### config.mk
export PLATFORM = sky130hd
export DESIGN_NAME = sap1_datapath
export DESIGN_NICKNAME = d
export VERILOG_FILES = /design/src/rtl/sap1_datapath.sv
export SDC_FILE = /design/constraint.sdc
export NUM_CORES = 1
export LEC_CHECK = 0
export ABC_AREA = 0
export BUFFER_PORTS_ARGS = -buffer_cell sky130_fd_sc_hd__buf_4
export CAP_MARGIN = 10
export CORE_ASPECT_RATIO = 1.2
export CORE_MARGIN = 5
export CORE_UTILIZATION = 60
export CTS_CLUSTER_SIZE = 8
export DETAILED_ROUTE_END_ITERATION = 7
export PLACE_DENSITY = 0.79
export SLEW_MARGIN = 20
export SYNTH_ARGS = -nofsm -noshare
export SYNTH_HDL_FRONTEND = slang
export SYNTH_SLANG_ARGS = --single-unit
### constraint.sdc
create_clock -name clk -period 6.05 [get_ports clk]
set_clock_uncertainty 0.1 [all_clocks]
set_input_delay 0.605 -clock clk [delete_from_list [all_inputs] [get_ports clk]]
set_output_delay 0.605 -clock clk [all_outputs]
set_load 0.005 [all_outputs]
### src/rtl/sap1_datapath.sv
// SAP-1 datapath: PC, MAR, MDR, IR, A, B, OUT, 16x8 RAM, and the shared
// 8-bit bus with a fixed-priority driver mux and a sticky conflict flag.
// Optional feature macro: SAP1_FLAGS_EN (zero/carry flags from the ALU).
module sap1_datapath (
  input  logic        clk,
  input  logic        rst_n,
  input  logic [14:0] ctrl,
  input  logic        prog_we,
  input  logic [3:0]  prog_addr,
  input  logic [7:0]  prog_data,
  output logic [3:0]  opcode,
  output logic [7:0]  out_val,
  output logic [7:0]  bus_dbg,
  output logic        bus_conflict,
  output logic        zero_flag,
  output logic        carry_flag
);

  // Control word fields, MSB first so the cast lines up with the bit map.
  typedef struct packed {
    logic pc_inc;
    logic pc_en;
    logic pc_load;
    logic mar_addr_load_n;
    logic mar_mem_load_n;
    logic ram_en_n;
    logic ram_load_n;
    logic ir_load_n;
    logic ir_en_n;
    logic rega_load_n;
    logic rega_en;
    logic adder_sub;
    logic regb_en;
    logic regb_load_n;
    logic out_load_n;
  } ctrl_t;

  ctrl_t       cw;
  logic [3:0]  pc, mar;
  logic [7:0]  mdr, ir, a, b, outr;
  logic [7:0]  ram [0:15];
  logic [7:0]  alu;
  logic [7:0]  bus;
  logic [4:0]  drv;
  logic        multi_drv;

  assign cw = ctrl;

`ifdef SAP1_FLAGS_EN
  logic [8:0] alu_sum;
  // Subtract is A + ~B + 1; bit 8 is the carry (1 = no borrow on SUB).
  assign alu_sum = {1'b0, a} + {1'b0, (cw.adder_sub ? ~b : b)} + {8'h00, cw.adder_sub};
  assign alu     = alu_sum[7:0];
`else
  assign alu = a + (cw.adder_sub ? ~b : b) + {7'h00, cw.adder_sub};
`endif

  // Active drivers, in priority order PC > RAM > IR > A > ALU.
  assign drv       = {cw.pc_en, ~cw.ram_en_n, ~cw.ir_en_n, cw.rega_en, cw.regb_en};
  // More than one bit set: clearing the lowest set bit leaves something.
  assign multi_drv = |(drv & (drv - 5'd1));

  // Bus mux: highest-priority driver wins, idle bus reads as zero.
  always_comb begin
    bus = 8'h00;
    if (cw.pc_en)          bus = {4'h0, pc};
    else if (!cw.ram_en_n) bus = ram[mar];
    else if (!cw.ir_en_n)  bus = {4'h0, ir[3:0]};
    else if (cw.rega_en)   bus = a;
    else if (cw.regb_en)   bus = alu;
  end

  // Bus-loaded registers, PC sequencing and the sticky conflict flag.
  always_ff @(posedge clk or negedge rst_n) begin
    if (!rst_n) begin
      pc           <= 4'h0;
      mar          <= 4'h0;
      mdr          <= 8'h00;
      ir           <= 8'h00;
      a            <= 8'h00;
      b            <= 8'h00;
      outr         <= 8'h00;
      bus_conflict <= 1'b0;
    end else begin
      if (!cw.mar_addr_load_n) mar  <= bus[3:0];
      if (!cw.mar_mem_load_n)  mdr  <= bus;
      if (!cw.ir_load_n)       ir   <= bus;
      if (!cw.rega_load_n)     a    <= bus;
      if (!cw.regb_load_n)     b    <= bus;
      if (!cw.out_load_n)      outr <= bus;
      if (cw.pc_load)          pc   <= bus[3:0];
      else if (cw.pc_inc)      pc   <= pc + 4'd1;
      if (multi_drv)           bus_conflict <= 1'b1;
    end
  end

  // RAM writes: no reset on contents; the program port keeps working in
  // reset and, being the later assignment, wins an address collision.
  always_ff @(posedge clk) begin
    if (rst_n && !cw.ram_load_n) ram[mar] <= mdr;
    if (prog_we)                 ram[prog_addr] <= prog_data;
  end

`ifdef SAP1_FLAGS_EN
  // Flags follow the ALU only when its result is being stored into A.
  always_ff @(posedge clk or negedge rst_n) begin
    if (!rst_n) begin
      zero_flag  <= 1'b0;
      carry_flag <= 1'b0;
    end else if (cw.regb_en && !cw.rega_load_n) begin
      zero_flag  <= (alu_sum[7:0] == 8'h00);
      carry_flag <= alu_sum[8];
    end
  end
`else
  assign zero_flag  = 1'b0;
  assign carry_flag = 1'b0;
`endif

  assign opcode  = ir[7:4];
  assign out_val = outr;
  assign bus_dbg = bus;

endmodule
==> flow_metrics.py <==
metrics = {
    "global_route": {
        "grt_max_degree": 52,
        "grt_overflow_total": 0,
        "antenna_found_initial": 0,
        "use_met1_pct": 31.7,
        "grt_use_met2_pct": 43.9,
        "globalRouteTotalUtil_pct": 25.6,
        "grt_pass1_wl_mm": 36.2,
        "use_met3_pct": 5.53,
        "grt.busiest_layer": "met2",
        "grt_pass1_vias": 6560,
    },
    "cts": {
        "ctsResizeCount": 0,
        "cts_buffers": 17,
        "cts_root_buf": "clkbuf_16",
        "ctsLongestPathBuffers": 2,
        "clk_latency_ns": 0.44,
        "cts_tree": "yes",
        "post_cts_buffers": 0,
        "clk_pin_slew_worst_paths_ns": 0.07,
        "htreeDepth": 4,
        "clock_sinks": 177,
        "cts_hold_buf": 0,
    },
    "layout": {
        "regArea_sq_um": 5070,
        "final_common_cell": "mux2_2",
        "multiInputGateArea_sq_um": 4160,
        "syn_to_final_growth_pct": 10.4,
        "final_cell_mix": "133 x mux2_2, 128 x edfxtp_1, 63 x nand2_1",
        "n_antenna_cell": 0,
        "drive_gt1_share_pct": 32.9,
        "fillCellCount": 1142,
        "nNetsFinal": 796,
    },
    "timing": {
        "hold_violations": 0,
        "fin_setup_tns_ns": 0,
        "setup_slack_ns": 2.16,
        "slew_violations": 0,
        "rsz0062_at_grt": "false",
        "max-slew-margin-rel_pct": 23.9,
        "final-setup-viol-count": 0,
        "period_needed_ns": 3.89,
        "fmax_mhz": 257,
        "worstMarginPinSlew_ns": 1.14,
        "fin_crit_sh_pct": 64.3,
    },
    "die": {
        "die_area_sq_um": 18600,
        "fp.dieW_um": 125,
        "io_pins": 53,
        "rows": 50,
        "die_h_um": 148,
        "initial_utilization_pct": 61.3,
        "core_area_sq_um": 15600,
    },
    "detailed_routing": {
        "vias": 6362,
        "firstDrtPassIters": 5,
        "wl_mm": 23.3,
        "dr.first_iter.drc_count": 697,
        "ant_nets": 0,
        "via_per_inst": 6.50,
        "drt-wirelength-per-cell_um": 23.8,
        "drc": 0,
    },
    "power_and_ir_drop": {
        "pwr-share-seq_pct": 44.6,
        "p_switching_mw": 1.06,
        "intPower_mw": 2.50,
        "powerDensity_nw_per_um2": 336,
        "vdd_drop_max_uv": 216,
        "p_leak_nw": 3.93,
        "switching_share_pct": 29.8,
        "p_clk_share_pct": 30.2,
        "comb_power_share_pct": 25.2,
    },
    "synth": {
        "synth_cell_type_count": 63,
        "ys_ff_latch": 177,
        "synth-simple-area-share_pct": 8.04,
        "yosys_warnings": 0,
        "async_reset_ff_share_pct": 27.7,
        "synth_edf_count": 128,
        "synth_compound_area_share_pct": 8.33,
        "syn_area_sq_um": 9580,
        "ys.flop_type": "edfxtp_1",
        "synth_top_family_by_area": "multiplexers",
        "synth_fa_ha_area_share_pct": 1.12,
        "syn_inst": 736,
        "ys_seq_area_share_pct": 52.9,
        "syn_avg_cell_area_sq_um": 13.0,
        "synth_xor_area_share_pct": 0.914,
        "synthMuxAreaShare_pct": 24.9,
    },
    "setup_path": {
        "cp_slowest_cell": "dfrtp_1",
        "max_stage_delay_ns": 0.76,
        "path_max_fanout": 20,
        "crit_required_ns": 5.34,
        "start_kind": "register",
        "crit_arrival_ns": 3.18,
        "crit_chain": "buf_4, mux4_2, mux2i_1, o22ai_1, o31ai_4, inv_1, buf_4",
        "critPathKind": "register to primary output",
        "worst_setup_path_end_kind": "primary output",
        "cp_common_cell": "buf_4",
    },
    "worst_hold_path": {
        "worstHoldPathType": "input pin to asynchronous set/reset pin",
    },
    "placed_design": {
        "place.gp.congestion": 0.901,
        "dpl.hpwl_mm": 15.8,
        "place_ws_ns": 2.52,
        "portBuffers": 50,
    },
    "flow_run": {
        "maxCapViolCount": 0,
    },
    "run_status": {
        "status": "completed",
    },
}
[final cells by class]
class | count | area share (%)
Clock inverter | 13 | 1.31
Timing Repair Buffer | 60 | 4.26
Tap cell | 208 | 2.46
Sequential cell | 177 | 47.9
Inverter | 17 | 0.603
Multi-Input combinational cell | 485 | 39.3
Clock buffer | 19 | 4.09
[routing by layer]
layer	vias up	share of wire (%)
met4	0	3.1
met1	3208	39
met5	-	0
li1	2819	-
met2	290	51
met3	45	7.2
[power by group through the flow]
stage          sequential [mW]  combinational [mW]  clock (mW)
2_1_floorplan             1.53               0.689           0
3_5_place_dp              1.61               0.888           0
6_report                  1.59               0.896        1.07
3_3_place_gp              1.60               0.853           0
5_1_grt                   1.60               0.971        1.13
4_1_cts                   1.59               0.894        1.08
[critical path, delay by kind of cell (launching register included)]
| family | cells | cell delay (ns) |
|---|---|---|
| muxes | 2 | 0.69 |
| DFF | 1 | 0.76 |
| AOI/OAI and AO/OA | 2 | 0.64 |
| buffers and inverters | 3 | 0.65 |
[worst paths after layout]
kind	from	to	slack (ns)	cells after the start
worst max-delay path	mar[1]	bus_dbg[1]	2.16	7
min in group clk	ctrl[12]	pc[0]	0.30	2
worst min register to register	bus_conflict	bus_conflict	0.38	1
worst max register to register	mar[1]	mdr[1]	3.15	6
worst min-delay path	rst_n	out_val[4]	0.1	1
max in group asynchronous	rst_n	mar[0]	5.25	1
[logic make-up (layout without fill, tap and decap cells)]
kind of cell | after synthesis | after routing
AOI/OAI and AO/OA | 119 | 119
xor gates and xnor gates | 10 | 10
adders and majority gates | 8 | 8
buffers and inverters | 75 | 109
DFF | 177 | 177
muxes | 184 | 184
other | 1 | 2
and+or+nand+nor | 162 | 162
[stage by stage]
step | cells | total power [mW] | hold WS, ns | utilization [%] | instance area (sq um)
after global placement | 947 | 2.45 | 0.358 | 64.0 | 10000
after CTS | 979 | 3.56 | 0.119 | 67.6 | 10600
after floorplan | 737 | 2.22 | 0.209 | - | 9580
after global routing | 979 | 3.70 | 0.145 | 67.6 | 10600
after detailed placement | 947 | 2.50 | 0.380 | 64.0 | 10000
final | 979 | 3.56 | 0.0963 | 67.6 | 10600
[synthesized netlist by cell type, types with 4 or more instances]
master	number	share of area (%)
nand2_1	63	2.5
o211ai_1	10	0.78
nor3_1	9	0.47
or3_1	4	0.26
nor2b_1	9	0.59
mux2_2	133	16
mux4_1	5	1.4
xor2_1	8	0.73
inv_1	17	0.67
dfrtp_1	49	13
nand2b_1	19	1.2
ha_1	7	0.91
o21ai_0	42	2.2
mux2i_1	22	2.3
a22oi_1	6	0.47
nor2_1	34	1.3
a21oi_1	18	0.94
buf_2	5	0.26
o22ai_1	16	1.0
clkbuf_1	37	1.4
mux4_2	24	5.6
buf_4	11	0.86
edfxtp_1	128	40
[registers in the layout, summed over array words and instances (netlist names)]
signal,cells
out_val,8
b,8
mar,4
ram,128
ir,8
bus_conflict,1
mdr,8
a,8
pc,4
Power figures use the tool's default switching activity.
